File: src/rtl/wb_write_arbiter.sv
// Writeback arbiter: merges ALU and load results onto the single register-file write port.
// ALU results win; loads wait in a small FIFO. A starvation counter forces a pop after
// STARVE_MAX consecutive ALU wins, and WAW kill bits drop queued loads overwritten by a
// younger ALU result so register writes stay in program order.
module wb_write_arbiter #(
  parameter int unsigned DATA_W     = 8,
  parameter int unsigned ADDR_W     = 3,
  parameter int unsigned DEPTH      = 4,
  parameter int unsigned STARVE_MAX = 3
) (
  input  logic                    clk,
  input  logic                    reset,
  input  logic                    alu_valid,
  output logic                    alu_ready,
  input  logic [ADDR_W-1:0]       alu_rd,
  input  logic [DATA_W-1:0]       alu_data,
  input  logic                    mem_valid,
  output logic                    mem_ready,
  input  logic [ADDR_W-1:0]       mem_rd,
  input  logic [DATA_W-1:0]       mem_data,
  output logic                    RegWrite,
  output logic [ADDR_W-1:0]       write_reg,
  output logic [DATA_W-1:0]       write_data,
  output logic [(1<<ADDR_W)-1:0]  pending_mask
);

  localparam int unsigned PtrW = $clog2(DEPTH);
  localparam int unsigned CntW = PtrW + 1;
  localparam int unsigned StW  = $clog2(STARVE_MAX + 1);

  // Load FIFO storage and per-entry status
  logic [ADDR_W-1:0] rd_q   [DEPTH];
  logic [DATA_W-1:0] data_q [DEPTH];
  logic [DEPTH-1:0]  valid_q, valid_d;
  logic [DEPTH-1:0]  kill_q, kill_d;
  logic [PtrW-1:0]   head_q, head_d, tail_q, tail_d;
  logic [CntW-1:0]   count_q, count_d;
  logic [StW-1:0]    starve_q, starve_d;

  // Registered write port
  logic              we_q, we_d;
  logic [ADDR_W-1:0] wreg_q, wreg_d;
  logic [DATA_W-1:0] wdata_q, wdata_d;

  logic fifo_nonempty, force_drain, alu_acc, mem_acc, pop;

  // Handshakes and arbitration decisions from registered state only
  always_comb begin
    fifo_nonempty = (count_q != '0);
    force_drain   = fifo_nonempty && (starve_q == StW'(STARVE_MAX));
    alu_ready     = ~force_drain;
    mem_ready     = (count_q < CntW'(DEPTH));
    alu_acc       = alu_valid & alu_ready;
    mem_acc       = mem_valid & mem_ready;
    pop           = ~alu_acc & fifo_nonempty;
  end

  // FIFO bookkeeping, WAW kill and starvation counter next state
  always_comb begin
    valid_d = valid_q;
    kill_d  = kill_q;
    head_d  = head_q;
    tail_d  = tail_q;
    count_d = count_q + CntW'(mem_acc) - CntW'(pop);
    if (alu_acc) begin
      for (int i = 0; i < DEPTH; i++) begin
        if (valid_q[i] && (rd_q[i] == alu_rd)) kill_d[i] = 1'b1;
      end
    end
    if (pop) begin
      valid_d[head_q] = 1'b0;
      kill_d[head_q]  = 1'b0;
      head_d          = head_q + PtrW'(1);
    end
    if (mem_acc) begin
      valid_d[tail_q] = 1'b1;
      // A load pushed alongside an ALU result is older than it
      kill_d[tail_q]  = alu_acc && (mem_rd == alu_rd);
      tail_d          = tail_q + PtrW'(1);
    end
    if (pop || (count_d == '0)) begin
      starve_d = '0;
    end else if (alu_acc && fifo_nonempty && (starve_q != StW'(STARVE_MAX))) begin
      starve_d = starve_q + StW'(1);
    end else begin
      starve_d = starve_q;
    end
  end

  // Write port selection: ALU first, then FIFO head (killed heads burn the cycle)
  always_comb begin
    we_d    = 1'b0;
    wreg_d  = wreg_q;
    wdata_d = wdata_q;
    if (alu_acc) begin
      we_d    = 1'b1;
      wreg_d  = alu_rd;
      wdata_d = alu_data;
    end else if (pop && !kill_q[head_q]) begin
      we_d    = 1'b1;
      wreg_d  = rd_q[head_q];
      wdata_d = data_q[head_q];
    end
  end

  // Control state with synchronous reset
  always_ff @(posedge clk) begin
    if (reset) begin
      valid_q  <= '0;
      kill_q   <= '0;
      head_q   <= '0;
      tail_q   <= '0;
      count_q  <= '0;
      starve_q <= '0;
      we_q     <= 1'b0;
      wreg_q   <= '0;
      wdata_q  <= '0;
    end else begin
      valid_q  <= valid_d;
      kill_q   <= kill_d;
      head_q   <= head_d;
      tail_q   <= tail_d;
      count_q  <= count_d;
      starve_q <= starve_d;
      we_q     <= we_d;
      wreg_q   <= wreg_d;
      wdata_q  <= wdata_d;
    end
  end

  // FIFO payload; contents are don't-care while the entry is not valid
  always_ff @(posedge clk) begin
    if (mem_acc) begin
      rd_q[tail_q]   <= mem_rd;
      data_q[tail_q] <= mem_data;
    end
  end

  // Hazard view: registers targeted by live queued loads
  always_comb begin
    pending_mask = '0;
    for (int i = 0; i < DEPTH; i++) begin
      if (valid_q[i] && !kill_q[i]) pending_mask[rd_q[i]] = 1'b1;
    end
  end

  assign RegWrite   = we_q;
  assign write_reg  = wreg_q;
  assign write_data = wdata_q;

endmodule

File: config.mk
export PLATFORM = sky130hd
export DESIGN_NAME = wb_write_arbiter
export DESIGN_NICKNAME = d
export VERILOG_FILES = /design/src/rtl/wb_write_arbiter.sv
export SDC_FILE = /design/constraint.sdc
export NUM_CORES = 1
export LEC_CHECK = 0
export ABC_AREA = 1
export CAP_MARGIN = 25
export CORE_MARGIN = 2
export CORE_UTILIZATION = 35
export CTS_BUF_LIST = sky130_fd_sc_hd__clkbuf_2
export CTS_CLUSTER_SIZE = 14
export DETAILED_ROUTE_END_ITERATION = 12
export PLACE_DENSITY = 0.57
export SETUP_SLACK_MARGIN = 0.02
export SYNTH_ARGS = -nofsm -noshare
export SYNTH_HDL_FRONTEND = slang
export SYNTH_SLANG_ARGS = --single-unit
File: constraint.sdc
create_clock -name clk -period 6.6 [get_ports clk]
set_input_delay 1.32 -clock clk [delete_from_list [all_inputs] [get_ports clk]]
set_output_delay 1.32 -clock clk [all_outputs]
set_load 0.02 [all_outputs]
==> summary.md, run 1 <==
| Metric | Value |
|---|---|
| Nature of the critical path endpoint | `output port` |
| Arrival @ worst endpoint | `2330 ps` |
| Iteration-0 DRC Markers | `133` |
| Final wirelength | `9.424 mm` |
| Synth top cells by count | `nand2_1 (86), nor2_1 (72), edfxtp_1 (44), inv_1 (44), o21ai_0 (33)` |
| Most common cell in the synthesized netlist | `nand2_1` |
| Post-CTS Setup Bufs | `0` |
| Reg clk slew, reported paths | `240 ps` |
| Area Growth Syn to Fin | `18.72%` |
| Vias per inst | `4.945` |
| Syn_nets | `486` |
| Worst path bufs/invs | `2` |
| Via count | `3,170` |
| Core area | `10,700 um2` |
| Register bit count reported by yosys | `75` |
| Final Cycle Share | `55.31%` |
| RR Endpoint | `starve_q[1]$_SDFFE_PP0P_` |
| IO Port Bufs | `47` |
| Status | `completed` |
| GRT overflow | `0` |
| Row count | `38` |
| # setup viols final | `0` |
| Post-CTS resize count | `0` |
| CTS tree | `yes` |
| Pin slew with the least headroom to its limit | `791.4 ps` |
| R2R depth | `13` |
| Number of global-route vias before repair | `3,043` |
| Worst VDD drop | `0.1316 mV` |
| Cells after Synth | `449` |
| Top-area cell type share of the netlist area | `34.81%` |
| Reg-to-reg slack, setup | `4090 ps` |
| Top cells by area, synth | `edfxtp_1 (35%), dfxtp_1 (16%), nand2_1 (8.5%)` |
| Max Freq | `274.0 MHz` |
| Critical setup path kind | `reg -> out` |
| Setup TNS | `0 ps` |
| Sequential area share after synthesis | `51.15%` |
| Multi-input gate area | `1587 um2` |
| Syn_area_per_cell | `8.455 um2` |
| Clk sinks | `75` |
| Final Hold Fails | `0` |
| Setup crit start kind | `flop` |
| Cell Area, Synth | `3796 um2` |
| CP max stage cell | `clkdlybuf4s50_1` |
| Largest register by flop count | `data_q` |
| Critical path launch point | `valid_q[1]$_SDFF_PP0_` |
| Placed cells | `625` |
| Worst Setup EP | `pending_mask[0]` |
| Relative slew slack | `47.17%` |
| Die X | `108.1 um` |
| Post-DP HPWL | `6.802 mm` |
| Worst path cell trace | `inv_1 > nor2_1 > nand4_1 > nand3_1 > clkdlybuf4s50_1` |
| Fill cell total of the finished layout | `1,110` |
| Design Power | `1.379 mW` |
| CTS Buffer Depth | `2` |
| First-pass GRT wire length | `15.26 mm` |
| Max FFs per register | `32` |
| Initial antenna violation count | `0` |
| Num CTS Buffers | `9` |
| Delay of the slowest critical-path stage | `620 ps` |
| Remaining antenna violation count | `0` |
| Hold Buf Count CTS | `0` |
| Clock Latency Late Sink | `520 ps` |
| Nets | `533` |
| Crit path depth | `5` |
| Full die area | `11,700 um2` |
| Sequential cell area | `1942 um2` |
| GPL Wtd Cong | `0.8934` |
| Drt pass-1 iters | `4` |
| Pins over their slew limit | `0` |
| Skew final | `42.82 ps` |
| Reg2reg start | `starve_q[0]$_SDFFE_PP0P_` |
| Die H | `108.1 um` |
| Leakage | `1.772 nW` |
| Post-synthesis cell type count | `29` |
| Total GRT Usage | `17.10%` |
| Initial Util | `35.49%` |
| WP data required | `5280 ps` |
| Post-Layout Cell Count | `641` |
| Worst hold path class | `reg -> reg` |
| Largest net degree at the start of global routing | `24` |
| Area leader, netlist | `edfxtp_1` |
| RSZ-0062 raised after global routing | `false` |
| Residual DRC | `0` |
| Tmin final | `3650 ps` |
| Number of enable flip-flop cells after synthesis | `44` |
| Max cap viols | `0` |
| Crit path max fanout | `8` |
| Main flop type after synthesis | `edfxtp_1` |
| Ys async rst share | `0%` |
| Wire length per cell | `14.70 um` |
| I/O Pins | `48` |
| Top Family by Delay on Critical Path | `simple AND/OR/NAND/NOR gates` |
| H-Tree Depth | `3` |
| Root Buffer | `clkbuf_2` |
| Pwr/cell area | `305.9 nW/um2` |
| Layout cells sized above 1 | `7.186%` |
| YS warnings | `0` |
| Antenna cells | `0` |
report_power, final:
part	switching (mW)	internal (mW)	total, mW
combinational	0.299	0.182	0.481
clock	0.169	0.0934	0.262
sequential	0.0670	0.569	0.636
total	0.535	0.844	1.38
cell usage in the layout, fill, tap and decap left out, types with 2 or more instances in the layout:
cell / synthesis / final
nand2_1: 86 / 86
nor2_1: 72 / 72
clkdlybuf4s50_1: 0 / 47
inv_1: 44 / 44
edfxtp_1: 44 / 44
o21ai_0: 33 / 33
dfxtp_1: 31 / 31
nand3_1: 29 / 29
a21oi_1: 24 / 24
o21ai_1: 15 / 15
nand4_1: 14 / 14
ha_1: 10 / 10
clkbuf_2: 2 / 10
a32oi_1: 6 / 6
xor2_1: 4 / 4
buf_4: 0 / 4
nand2_4: 3 / 3
xnor2_1: 3 / 3
inv_2: 2 / 2
a22oi_1: 2 / 2
nand2_2: 2 / 2
nor2_2: 2 / 2
a21oi_2: 2 / 2
nor3_2: 2 / 2
clkinvlp_4: 0 / 2
logic make-up after synthesis:
group	synth area share, %
buffers and inverters	7.053
AOI/OAI and AO/OA	12.23
and+or+nand+nor	24.13
DFF	51.15
xor gates and xnor gates	1.615
adders and majority gates	3.823
worst register-to-register path, cell delays in order, from the launching register on:
cell and delay, ps:
dfxtp_1 400, ha_1 260, inv_1 70, nand2_2 120, nand2_1 190, xor2_1 190, ha_1 160, inv_1 40
fa_1 370, xnor2_1 200, xor2_1 210, nand3_1 90, nand2_1 90, nor2_1 40
metrics by stage:
stage | worst slack [ps] | area, um2 | util [%] | hold slack, ps
3_3_place_gp | 2927 | 4375 | 40.90 | 470.9
6_report | 2950 | 4507 | 42.13 | 501.7
5_1_grt | 2744 | 4507 | 42.13 | 525.5
4_1_cts | 2920 | 4507 | 42.13 | 501.8
3_5_place_dp | 2849 | 4383 | 40.97 | 479.4
2_1_floorplan | 3662 | 3796 | - | 460.8
routing by layer:
layer	global-route usage, %	wire length (um)	vias up	part of all wire [%]
met3	3.677	543	9	5.8
met1	23.09	4395	1482	47
met5	0	0	-	0
met2	28.03	4407	85	47
li1	-	-	1594	-
met4	4.304	78	0	0.83
final cells by class:
type,instances,area share [%]
multi-input combinational,312,35.20
timing repair buffer,51,11.10
inverter,47,3.970
clock inverter,6,1.638
clock buffer,10,1.110
tap,140,3.887
sequential,75,43.09
worst min-delay path by stage:
stage / startpoint / to / slack, ps / cells after the start
2_1_floorplan: valid_q[1]$_SDFF_PP0_ / valid_q[1]$_SDFF_PP0_ / 460 / 2
3_3_place_gp: write_reg[2]$_SDFFE_PP0P_ / write_reg[2]$_SDFFE_PP0P_ / 470 / 2
3_5_place_dp: write_reg[2]$_SDFFE_PP0P_ / write_reg[2]$_SDFFE_PP0P_ / 480 / 2
4_1_cts: write_reg[2]$_SDFFE_PP0P_ / write_reg[2]$_SDFFE_PP0P_ / 500 / 2
5_1_grt: write_reg[2]$_SDFFE_PP0P_ / write_reg[2]$_SDFFE_PP0P_ / 530 / 2
6_report: write_reg[2]$_SDFFE_PP0P_ / write_reg[2]$_SDFFE_PP0P_ / 500 / 2
No activity file was read; power rests on OpenSTA's default activity.
==> inputs of run 2 (changes only) <==
clock period = 3.6 ns   (was 6.6 ns; I/O delays follow)
==> summary.md, run 2 (synthesis gave the netlist of run 1 again) <==
| Metric | Value |
|---|---|
| Core area | `10,700 um2 (unchanged)` |
| Area Growth Syn to Fin | `19.71% (was 18.72%)` |
| Clock power frac | `21.4% (was 19.0%)` |
| Wire length per cell | `15.01 um (was 14.70 um)` |
| Layout cells sized above 1 | `7.555% (was 7.186%)` |
| GRT overflow | `0 (unchanged)` |
| Max cap viols | `0 (unchanged)` |
| First-pass GRT wire length | `15.76 mm (was 15.26 mm)` |
| Setup TNS | `0 ps (unchanged)` |
| CP max stage cell | `clkdlybuf4s50_1 (unchanged)` |
| Worst Slack Setup Final | `597.1 ps (was 2950 ps)` |
| Post-Layout Cell Count | `643 (was 641)` |
| Pins over their slew limit | `0 (unchanged)` |
| Pin slew with the least headroom to its limit | `751.6 ps (was 791.4 ps)` |
| Die H | `108.1 um (unchanged)` |
| Relative slew slack | `49.82% (was 47.17%)` |
| WP data required | `2880 ps (was 5280 ps)` |
| Most common cell after layout, fill and taps aside | `nand2_1 (unchanged)` |
| Iteration-0 DRC Markers | `210 (was 133)` |
| Antenna cells | `0 (unchanged)` |
| Post-DP HPWL | `6.934 mm (was 6.802 mm)` |
| WHS | `497.4 ps (was 501.7 ps)` |
| Die X | `108.1 um (unchanged)` |
| Combinational power share | `34.8% (was 34.9%)` |
| Worst VDD drop | `0.2342 mV (was 0.1316 mV)` |
| Post-place setup slack | `497.4 ps (was 2849 ps)` |
| Setup crit start kind | `flop (unchanged)` |
| Hold Buf Count CTS | `0 (unchanged)` |
| CTS Buffer Depth | `2 (unchanged)` |
| Pwr/cell area | `575.3 nW/um2 (was 305.9 nW/um2)` |
| Largest net degree at the start of global routing | `24 (unchanged)` |
| Initial Util | `35.49% (unchanged)` |
| Worst path cell trace | `inv_1 > nor2_1 > nand4_1 > nand3_1 > clkdlybuf4s50_1 (unchanged)` |
| Root Buffer | `clkbuf_2 (unchanged)` |
| Sequential cell area | `1942 um2 (unchanged)` |
| Nature of the critical path endpoint | `output port (unchanged)` |
| Largest register by flop count | `data_q (unchanged)` |
| Arrival @ worst endpoint | `2280 ps (was 2330 ps)` |
| # setup viols final | `0 (unchanged)` |
| Nets | `535 (was 533)` |
| Status | `completed (unchanged)` |
| Reg clk slew, reported paths | `230 ps (was 240 ps)` |
| Drt pass-1 iters | `5 (was 4)` |
| I/O Pins | `48 (unchanged)` |
| Reg power frac | `43.8% (was 46.1%)` |
| Final Cycle Share | `83.41%` |
| Leakage | `1.790 nW (was 1.772 nW)` |
| Final core occ | `42.48% (was 42.13%)` |
| Via count | `3,197 (was 3,170)` |
| Initial antenna violation count | `0 (unchanged)` |
| Remaining antenna violation count | `0 (unchanged)` |
| Worst hold path class | `reg -> reg (unchanged)` |
| Final wirelength | `9.650 mm (was 9.424 mm)` |
| Final Hold Fails | `0 (unchanged)` |
| Num CTS Buffers | `9 (unchanged)` |
| Vias per inst | `4.972 (was 4.945)` |
| Delay of the slowest critical-path stage | `610 ps (was 620 ps)` |
| Total GRT Usage | `17.59% (was 17.10%)` |
| Full die area | `11,700 um2 (unchanged)` |
| Critical setup path kind | `reg -> out (unchanged)` |
| Row count | `38 (unchanged)` |
| Max FFs per register | `32 (unchanged)` |
| Multi-input gate area | `1587 um2 (unchanged)` |
| Most frequent cells in the layout | `nand2_1 (86), nor2_1 (72), clkdlybuf4s50_1 (47) (unchanged)` |
| Post-CTS Setup Bufs | `0 (unchanged)` |
| Clock Latency Late Sink | `530 ps (was 520 ps)` |
| Int Pwr | `1.613 mW (was 0.8436 mW)` |
| Skew final | `19.91 ps (was 42.82 ps)` |
| Fill cell total of the finished layout | `1,107 (was 1,110)` |
| Clk sinks | `75 (unchanged)` |
| Number of global-route vias before repair | `3,110 (was 3,043)` |
| CTS tree | `yes (unchanged)` |
| Placed cells | `627 (was 625)` |
| RSZ-0062 raised after global routing | `false (unchanged)` |
| Crit path max fanout | `8 (unchanged)` |
| Sw Pwr | `1.001 mW (was 0.5349 mW)` |
| Tmin final | `3003 ps` |
| Switching share of power | `38.29% (was 38.80%)` |
| Max Freq | `333.0 MHz` |
| GPL Wtd Cong | `0.8781 (was 0.8934)` |
| H-Tree Depth | `3 (unchanged)` |
| IO Port Bufs | `47 (unchanged)` |
| Residual DRC | `0 (unchanged)` |
| Post-CTS resize count | `0 (unchanged)` |
[run 2: changes by cell type in the layout (fill, tap and decap cells not counted), sizes merged]
cell,change
clkbuf,-1
bufinv,+1
inv,-1
clkinv,+1
buf,+2
[run 2: worst max-delay path: cells and delay by family, from the launching register on]
kind,cells,cell delay [ps]
buffers and inverters,2,670
flip-flops,1,410
AND/OR/NAND/NOR,3,670
[run 2: metal layers]
layer	up-vias	GRT usage, %	wire [um]
met4	0	4.670	131
met1	1480	24.61	4597
met3	12	4.219	668
met2	107	27.36	4252
met5	-	0	0
li1	1598	-	-
[run 2: power by group through the flow]
stage	clock network (mW)	logic (mW)	registers (mW)
after detailed placement	0	0.908	1.17
after global placement	0	0.896	1.16
after floorplan	0	0.581	1.18
after CTS	0.575	0.913	1.15
final	0.560	0.909	1.15
after global routing	0.617	1.03	1.16
[run 2: worst paths after layout]
kind	start	cells after the start	end	slack, ps
min	write_reg[2]$_SDFFE_PP0P_	2	write_reg[2]$_SDFFE_PP0P_	500
min reg2reg	write_reg[2]$_SDFFE_PP0P_	2	write_reg[2]$_SDFFE_PP0P_	500
max	valid_q[2]$_SDFF_PP0_	5	pending_mask[1]	600
max reg2reg	starve_q[0]$_SDFFE_PP0P_	13	starve_q[0]$_SDFFE_PP0P_	1140
[run 2: area by class of cell]
type	instances	area share [%]
Clock buffer	9	0.9912
Sequential cell	75	42.73
Clock inverter	7	2.230
Multi-Input combinational cell	312	34.91
Tap cell	140	3.855
Inverter	47	3.937
Timing Repair Buffer	53	11.34
[run 2: stage by stage]
step	power, mW	cell area (um2)
finish	2.614	4544
global route	2.806	4544
CTS	2.634	4544
detailed placement	2.074	4398
global placement	2.057	4398
floorplan	1.762	3796
==> inputs of run 3 (changes only) <==
PLACE_DENSITY = 0.59   (was 0.57)
clock period = 2.7 ns   (was 3.6 ns; I/O delays follow)
==> summary.md, run 3 (synthesis gave the netlist of run 1 again) <==
| Metric | Value |
|---|---|
| WP data required | `2160 ps (was 2880 ps)` |
| IO Port Bufs | `47 (unchanged)` |
| CTS tree | `yes (unchanged)` |
| Hold Startpoint | `write_reg[2]$_SDFFE_PP0P_ (unchanged)` |
| Post-Place Cell Area | `4451 um2 (was 4398 um2)` |
| Initial Util | `35.49% (unchanged)` |
| Post-DP HPWL | `6.744 mm (was 6.934 mm)` |
| Hold path depth | `2 (unchanged)` |
| I/O Pins | `48 (unchanged)` |
| Largest register by flop count | `data_q (unchanged)` |
| Core area | `10,700 um2 (unchanged)` |
| Worst VDD drop | `0.2996 mV (was 0.2342 mV)` |
| # setup viols final | `0 (unchanged)` |
| Clk sinks | `75 (unchanged)` |
| Num CTS Buffers | `9 (unchanged)` |
| Post-place setup slack | `57.32 ps (was 497.4 ps)` |
| Number of global-route vias before repair | `3,074 (was 3,110)` |
| Layout cells sized above 1 | `11.05% (was 7.555%)` |
| Tmin final | `2483 ps` |
| Reg2reg start | `starve_q[0]$_SDFFE_PP0P_ (unchanged)` |
| Iteration-0 DRC Markers | `197 (was 210)` |
| Critical setup path kind | `reg -> out (unchanged)` |
| CTS Buffer Depth | `2 (unchanged)` |
| Antenna cells | `0 (unchanged)` |
| Fill cell total of the finished layout | `1,114 (was 1,107)` |
| Setup crit start kind | `flop (unchanged)` |
| Total GRT Usage | `17.28% (was 17.59%)` |
| Max cap viols | `0 (unchanged)` |
| Skew final | `23.39 ps (was 19.91 ps)` |
| Crit path max fanout | `5 (was 8)` |
| Vias per inst | `4.989 (was 4.972)` |
| Row count | `38 (unchanged)` |
| Wire length per cell | `14.59 um (was 15.01 um)` |
| Clock Latency Late Sink | `530 ps (about the same)` |
| Final Cycle Share | `91.98%` |
| Pwr/cell area | `751.2 nW/um2 (was 575.3 nW/um2)` |
| Nets | `548 (was 535)` |
| Leakage | `1.945 nW (was 1.790 nW)` |
| Pin slew with the least headroom to its limit | `747.9 ps (was 751.6 ps)` |
| Full die area | `11,700 um2 (unchanged)` |
| Initial antenna violation count | `0 (unchanged)` |
| RSZ-0062 raised after global routing | `false (unchanged)` |
| Largest net degree at the start of global routing | `23 (was 24)` |
| R2R depth | `13 (unchanged)` |
| H-Tree Depth | `3 (unchanged)` |
| Relative slew slack | `50.07% (was 49.82%)` |
| Worst Slack Setup Final | `216.5 ps (was 597.1 ps)` |
| Critical path launch point | `rd_q[3][2]$_DFFE_PP_ (was valid_q[2]$_SDFF_PP0_)` |
| Final Instance Area | `4658 um2 (was 4544 um2)` |
| Final wirelength | `9.574 mm (was 9.650 mm)` |
| Pins over their slew limit | `0 (unchanged)` |
| Max FFs per register | `32 (unchanged)` |
| Remaining antenna violation count | `0 (unchanged)` |
| First-pass GRT wire length | `15.28 mm (was 15.76 mm)` |
| Reg-to-reg slack, setup | `410 ps (was 1140 ps)` |
| Status | `completed (unchanged)` |
| Root Buffer | `clkbuf_2 (unchanged)` |
| Most frequent cells in the layout | `nand2_1 (86), nor2_1 (67), edfxtp_1 (44) (was nand2_1 (86), nor2_1 (72), clkdlybuf4s50_1 (47))` |
| Arrival @ worst endpoint | `1940 ps (was 2280 ps)` |
| Residual DRC | `0 (unchanged)` |
| Area Growth Syn to Fin | `22.71% (was 19.71%)` |
| Final Hold Fails | `0 (unchanged)` |
| Die X | `108.1 um (unchanged)` |
| Max Freq | `402.7 MHz` |
| Die H | `108.1 um (unchanged)` |
| GPL Wtd Cong | `0.9406 (was 0.8781)` |
| GRT overflow | `0 (unchanged)` |
| Nature of the critical path endpoint | `output port (unchanged)` |
| Hold Buf Count CTS | `0 (unchanged)` |
| Final core occ | `43.54% (was 42.48%)` |
| Most common cell after layout, fill and taps aside | `nand2_1 (unchanged)` |
| Worst hold path class | `reg -> reg (unchanged)` |
| Setup TNS | `0 ps (unchanged)` |
| Reg clk slew, reported paths | `220 ps (was 230 ps)` |
| Drt pass-1 iters | `5 (unchanged)` |
| Via count | `3,273 (was 3,197)` |
[run 3: cell types whose count changed in the layout (fill, tap and decap cells not counted), moves of 4 or more]
cell | before | now
buf_4 | 6 | 19
clkdlybuf4s50_1 | 47 | 39
nor2_1 | 72 | 67
dlygate4sd2_1 | 0 | 4
dlymetal6s2s_1 | 0 | 4
nor2_2 | 2 | 6
[run 3: worst paths after layout]
kind / end
setup / recovery: pending_mask[4]
hold / removal: write_reg[2]$_SDFFE_PP0P_
setup reg to reg: starve_q[1]$_SDFFE_PP0P_
hold reg to reg: write_reg[2]$_SDFFE_PP0P_
[run 3: timing repair]
item | 4_1_cts | 5_1_grt
setup buffers | 3 | 3
pin swaps | 0 | 0
endpoints found under the setup margin | 8 | 4
resized for setup | 9 | 6
[run 3: worst max-delay path, stage by stage (launching register included)]
cell and delay, ps:
edfxtp_1 490, inv_1 180, nor2_1 80, a22oi_1 230, nand3_1 100, dlygate4sd2_1 330
[run 3: cell type report]
| type | count | area, um2 | share of cell area (%) |
|---|---|---|---|
| clock buffer | 10 | 50.05 | 1.074 |
| clock inverter | 6 | 90.09 | 1.934 |
| inverter | 47 | 178.9 | 3.841 |
| multi-input combinational | 312 | 1604 | 34.43 |
| sequential | 75 | 1942 | 41.69 |
| tap | 140 | 175.2 | 3.760 |
| timing repair buffer | 66 | 618.1 | 13.27 |
[run 3: per-stage QoR]
stage	hold slack, ps	std cells	power, mW
after CTS	499.1	653	3.516
after detailed placement	472.0	634	2.786
after global placement	476.4	634	2.765
after global routing	532.0	656	3.750
after floorplan	460.8	449	2.349
final	502.7	656	3.499
[run 3: power breakdown]
part | switching, mW | internal, mW
clock network | 0.422 | 0.312
registers | 0.134 | 1.39
logic | 0.771 | 0.471
[run 3: routing by layer]
metal	up-vias	wire, um	global-route usage (%)
met5	-	0	0
met4	0	174	5.311
met3	19	666	3.376
met2	125	4252	27.54
met1	1504	4480	23.80
li1	1625	-	-
